==> config.mk <==
export PLATFORM = sky130hd
export DESIGN_NAME = bram_port_arbiter
export DESIGN_NICKNAME = d
export VERILOG_FILES = /design/src/rtl/bram_port_arbiter.sv
export SDC_FILE = /design/constraint.sdc
export NUM_CORES = 1
export LEC_CHECK = 0
export CORE_AREA = 4 4 128 130
export DETAILED_ROUTE_END_ITERATION = 12
export DIE_AREA = 0 0 132 134
export PLACE_DENSITY = 0.67
export SYNTH_ARGS = -nofsm -noshare
export SYNTH_HDL_FRONTEND = slang
export SYNTH_SLANG_ARGS = --single-unit
==> constraint.sdc <==
create_clock -name CLK -period 4.25 [get_ports CLK]
set_input_delay 0.425 -clock CLK [delete_from_list [all_inputs] [get_ports CLK]]
set_output_delay 0.425 -clock CLK [all_outputs]
set_load 0.02 [all_outputs]
==> src/rtl/bram_port_arbiter.sv <==
// Round-robin arbiter sharing one 32-bit block RAM port among NUM_REQ requesters.
// One transfer per cycle; read data is steered back via a one-hot pending flag.
module bram_port_arbiter #(
  parameter int NUM_REQ    = 4,
  parameter int ADDR_WIDTH = 15
) (
  input  logic                          CLK,
  input  logic                          RST,
  input  logic [NUM_REQ-1:0]            REQ_VALID,
  output logic [NUM_REQ-1:0]            REQ_READY,
  input  logic [NUM_REQ*ADDR_WIDTH-1:0] REQ_ADDR,
  input  logic [NUM_REQ*32-1:0]         REQ_WDATA,
  input  logic [NUM_REQ*4-1:0]          REQ_WE,
  output logic [NUM_REQ-1:0]            RSP_VALID,
  output logic [31:0]                   RSP_DATA,
  output logic [ADDR_WIDTH-1:0]         RAM_ADDR,
  output logic [31:0]                   RAM_DI,
  output logic [3:0]                    RAM_WE,
  output logic                          RAM_EN,
  input  logic [31:0]                   RAM_DO
);

  localparam int PW = (NUM_REQ > 1) ? $clog2(NUM_REQ) : 1;

  logic [PW-1:0]         r_ptr;
  logic [NUM_REQ-1:0]    r_rd_pend;

  logic [ADDR_WIDTH-1:0] w_addr  [NUM_REQ];
  logic [31:0]           w_wdata [NUM_REQ];
  logic [3:0]            w_we    [NUM_REQ];
  logic [PW-1:0]         w_win;
  logic                  w_any;
  logic                  w_xfer;
  logic [PW-1:0]         w_sel;
  logic [PW-1:0]         w_ptr_next;

  generate
    for (genvar gi = 0; gi < NUM_REQ; gi++) begin : g_slice
      assign w_addr[gi]  = REQ_ADDR[gi*ADDR_WIDTH +: ADDR_WIDTH];
      assign w_wdata[gi] = REQ_WDATA[gi*32 +: 32];
      assign w_we[gi]    = REQ_WE[gi*4 +: 4];
    end
  endgenerate

  function automatic logic [PW-1:0] f_wrap(input logic [PW-1:0] base, input int k);
    int s;
    s = int'(base) + k;
    if (s >= NUM_REQ) s = s - NUM_REQ;
    return PW'(s);
  endfunction

  // Scan from the farthest offset down so the candidate closest to r_ptr wins.
  always_comb begin
    w_win = r_ptr;
    w_any = 1'b0;
    for (int k = NUM_REQ - 1; k >= 0; k--) begin
      if (REQ_VALID[f_wrap(r_ptr, k)]) begin
        w_any = 1'b1;
        w_win = f_wrap(r_ptr, k);
      end
    end
  end

  assign w_xfer     = w_any & ~RST;
  assign w_sel      = w_xfer ? w_win : r_ptr;
  assign w_ptr_next = (w_win == PW'(NUM_REQ - 1)) ? '0 : w_win + 1'b1;

  always_comb begin
    REQ_READY = '0;
    if (w_xfer) REQ_READY[w_win] = 1'b1;
  end

  // Idle cycles keep address/data parked on the r_ptr slice to cut toggling.
  assign RAM_EN   = w_xfer;
  assign RAM_ADDR = w_addr[w_sel];
  assign RAM_DI   = w_wdata[w_sel];
  assign RAM_WE   = w_xfer ? w_we[w_win] : 4'b0000;

  always_ff @(posedge CLK) begin
    if (RST) begin
      r_ptr     <= '0;
      r_rd_pend <= '0;
    end else if (w_xfer) begin
      r_ptr     <= w_ptr_next;
      r_rd_pend <= '0;
      if (w_we[w_win] == 4'b0000) r_rd_pend[w_win] <= 1'b1;
    end else begin
      r_rd_pend <= '0;
    end
  end

  assign RSP_VALID = RST ? '0 : r_rd_pend;
  assign RSP_DATA  = RAM_DO;

endmodule
# == After elaboration in Yosys (flattened, before gate mapping) ==
# Cells that the tools add are included.
# totals
output_inout_bits,92
regBits,6
wordCells,68
input_bits,242
# classes
order_cmp,12
add_sub_neg,8
eq_ne,1
muxes,36
reduce_logical,3
n_bitwise,6
# ops
operator,count
binary-select mux 32 bit (select 2 bit),1
two-way mux 32 bit,2
binary-select mux 15 bit (select 2 bit),1
two-way mux 15 bit,2
two-way mux 2 bit,10
two-way mux 4 bit,5
">= comparator 3 bit, second input constant",5
"less-than comparator 2 x 3 -> 1 bit, second input constant",5
two-way mux 1 bit,9
binary-select mux 1 bit (select 2 bit),4
binary-select mux 4 bit (select 2 bit),1
"subtractor 2 x 1 -> 2 bit, second input constant",4
"adder 2 x 2 -> 3 bit, second input constant",2
inverter 2 -> 3 bit,2
logical NOT 4 bit,1
"adder 2 x 1 -> 3 bit, second input constant",1
">= comparator 2 x 3 -> 1 bit, second input constant",1
inverter 1 bit,3
OR reduction 3 bit,1
"adder 2 x 1 -> 2 bit, second input constant",1
demux 1 bit (select 2 bit),1
"equality test 2 bit, second input constant",1
">= comparator 2 x 1 -> 1 bit, second input constant",1
AND 1 bit,1
logical AND 1 bit,1

# == Longest topological paths before layout ==
# depth
word_depth,16
depth_mapped,9

# == Least setup slack after synthesis ==
# OpenSTA, ideal clock, no wires.
# synth_timing
kind,input-to-output
from,input REQ_VALID[2]
to,output RAM_ADDR[0]
required_time_ps,3825
path_stages,8
arrival_time_ps,2167
slack_ps,1658
path_cell_list,nor4_2 -> or2_1 -> buf_2 -> a21oi_1 -> a21oi_1 -> buf_2 -> buf_6 -> mux2i_1
# synth_via
elab_chain_len,12
word_cells_on_any_way,22
# synth_lines
item,line_no,text
"start, declared",9,"input logic [NUM_REQ-1:0] REQ_VALID,"
binary-select mux 1 bit (select 2 bit),57,"if (REQ_VALID[f_wrap(r_ptr, k)]) begin"
two-way mux 1 bit (not written as such),57,
two-way mux 1 bit (4 in a row),57,
AND 1 bit,64,assign w_xfer = w_any & ~RST;
two-way mux 2 bit (*),65,assign w_sel = w_xfer ? w_win : r_ptr;
inverter 2 -> 3 bit (not written as such) (*),75,assign RAM_ADDR = w_addr[w_sel];
binary-select mux 15 bit (select 2 bit) (*),75,
two-way mux 15 bit (not written as such) (*) (2 in a row),75,
"end, declared",16,"output logic [ADDR_WIDTH-1:0] RAM_ADDR,"
# Every way passes the cells marked *; elsewhere a longest branch is shown, timed or not. The select of a mux whose other input is x is not followed.

# == Worst setup path after layout ==
# layout_timing
from,input REQ_VALID[0]
to,output RAM_ADDR[10]
# The elaborated chain is that of the path after synthesis.

==> impl_metrics.toml <==
[status]
outcome = "completed"

[timing]
max_slew_margin_pct = 58.4
setup_violations = 0
period_needed_ns = 3.79
slew_violations = 0
hold_violations = 0
tns_ns = 0
worst_slew_pin_slew_ns = 0.622
period_share_pct = 89.1
grt_setup_unrepaired = "false"
fmax_ghz = 0.264
skew_ns = 0.00105

[critical_path]
critPathLaunchType = "primary input"
worst-setup-path-type = "in2out"
crit_path_end_kind = "output port"
crit_chain = "clkdlybuf4s50_1, nor2b_1, a21oi_1, o211a_2, inv_2, o21ai_4, buf_12, mux2i_1, mux2i_1, clkdlybuf4s50_1"
worstPathMaxFanout = 49
worstPathRequired_ns = 3.83
crit_arrival_ns = 3.36
max_stage_delay_ns = 0.66
slowest_stage = "clkdlybuf4s50_1"

[yosys]
netlist.area_leader.share_pct = 60.6
yosys_warnings = 0
ys_top_cells_by_area = "mux2i_1, buf_4, dfxtp_1"
syn-num-nets = 513
ys_seq_area_share_pct = 5.05
synth_area_um2 = 2380
syn_area_per_cell_um2 = 8.90
synth_seq_cells = 6
synthCells = 267
yosysUniqueCellTypes = 28
synth.largest_area_cell = "mux2i_1"

[die]
dieArea_um2 = 17700
rows = 45
die_w_um = 132
die-height_um = 134
start_util_pct = 15.7
pin_count = 334
core_um2 = 15100

[routing]
post_drt_wl_per_cell_um = 16.6
num_vias = 2912
initialDrtViolationCount = 152
via_per_inst = 4.25
antenna_left = 0
drc = 0
first_pass_iters = 4
wl_mm = 11.4

[cts]
clk_pin_slew_ns = 0.03
clock_path_buffers = 2
numCtsBuffers = 3
cts.sinks = 6
ctsHtreeMaxLevel = 1
ctsResizeCount = 0
insertion_delay_ns = 0.22
cts_setup_buffers = 0
cts_root_buffer = "clkbuf_16"
hold_buffers = 0
cts_tree = "yes"

[global_route]
grt_pass1_vias = 3038
met1_usage_pct = 12.8
grt.busiest_layer = "met2"
global_route.overflow_total = 0
grt_max_degree = 50
antenna_found_initial = 0
met2_usage_pct = 20.6
grtUsageTotal_pct = 11.2
grt_pass1_wl_mm = 16.0
grtUsageMet3_pct = 2.93

[final_layout]
fin_nets = 745
n_antenna_cell = 0
drive_gt1_share_pct = 3.22
areaGrowthSynthToFinish_pct = 115
instances_no_fill = 685

[pwr]
powerDensity_nw_per_um2 = 306
peakVddDrop_uv = 201
p_leak_nw = 2.17
total_power_mw = 1.56

[place]
post-dp-hpwl_mm = 9.74
place_congestion = 0.999
portBuffers = 269
dpl.cell_count = 682

[worst_hold_path]
holdCritPathClass = "reg2reg"

[flow_run]
max_cap_violations = 0
power by group:
| group | switching, mW | internal, mW |
|---|---|---|
| logic | 0.628 | 0.714 |
| registers | 0.0104 | 0.0627 |
| clock network | 0.0287 | 0.120 |
| total | 0.667 | 0.897 |
metrics by stage:
stage	worst slack [ns]	cell area, um^2	hold slack [ns]	util [%]
floorplan	1.66	2380	0.497	-
global placement	0.563	5040	0.572	33.3
detailed placement	0.466	5040	0.607	33.3
CTS	0.456	5110	0.609	33.8
global route	0.257	5110	0.623	33.8
finish	0.462	5110	0.614	33.8
cell usage after synthesis:
| cell type | n |
|---|---|
| or2_1 | 1 |
| a21oi_1 | 4 |
| dfxtp_1 | 6 |
| nor2_1 | 5 |
| mux2_2 | 1 |
| buf_4 | 33 |
| o21a_1 | 1 |
| o21ai_0 | 6 |
| a222oi_1 | 1 |
| nand3_1 | 12 |
| inv_1 | 3 |
| a2111oi_2 | 1 |
| nand2_1 | 2 |
| and3_1 | 7 |
| a211o_1 | 1 |
| ha_1 | 4 |
| o211a_2 | 1 |
| buf_6 | 9 |
| inv_2 | 1 |
| nor3_1 | 1 |
| o21ai_1 | 2 |
| nor2b_1 | 8 |
| nor4_2 | 1 |
| o21ai_2 | 1 |
| a2111o_1 | 1 |
| mux2i_1 | 144 |
| buf_2 | 6 |
| and2_1 | 4 |
layout make-up:
type                            count  area, um^2
Clock buffer                        3        75.1
Fill cell                        1561       10000
Inverter                            4        15.0
Multi-Input combinational cell    209        1880
Sequential cell                     6         120
Tap cell                          188         235
Timing Repair Buffer              275        2790
critical path, delay by kind of cell:
family / cells / cell delay (ns)
buffers and inverters: 4 / 1.62
AND/OR/NAND/NOR: 1 / 0.23
AO/OA/AOI/OAI: 3 / 0.65
multiplexers: 2 / 0.39
flip-flops by register name, indices dropped and copies added, names as in the netlist:
name,cells
r_ptr,2
r_rd_pend,4
cell usage in the layout (no fill, tap or decap), types with 4 or more instances in the layout:
cell type / count
mux2i_1: 144
nor2b_1: 8
dfxtp_1: 6
clkdlybuf4s50_1: 269
o21ai_0: 6
and3_1: 7
and2_1: 4
nand3_1: 12
nor2_1: 5
buf_12: 4
ha_1: 4
worst paths after layout:
check / from / to / slack (ns) / depth (start not counted)
max: REQ_VALID[0] / RAM_ADDR[10] / 0.46 / 10
min: r_ptr[0] / r_ptr[0] / 0.61 / 2
max reg2reg: r_ptr[1] / r_rd_pend[1] / 2.07 / 6
min reg2reg: r_ptr[0] / r_ptr[0] / 0.61 / 2
metal layers:
metal,up-vias,part of all wire (%)
met1,1321,38
met4,0,2.1
li1,1414,-
met3,22,7.7
met5,-,0
met2,155,52
kinds of logic after synthesis:
kind of cell	count (synthesis)	synth area share (%)
buffers and inverters	52	16.6
AND/OR/NAND/NOR	41	9.63
flip-flops	6	5.05
multiplexers	145	61.1
adder cells (fa/ha/maj)	4	2.11
AO/OA/AOI/OAI	19	5.53
Note: power is estimated with default switching activity, not from simulation.
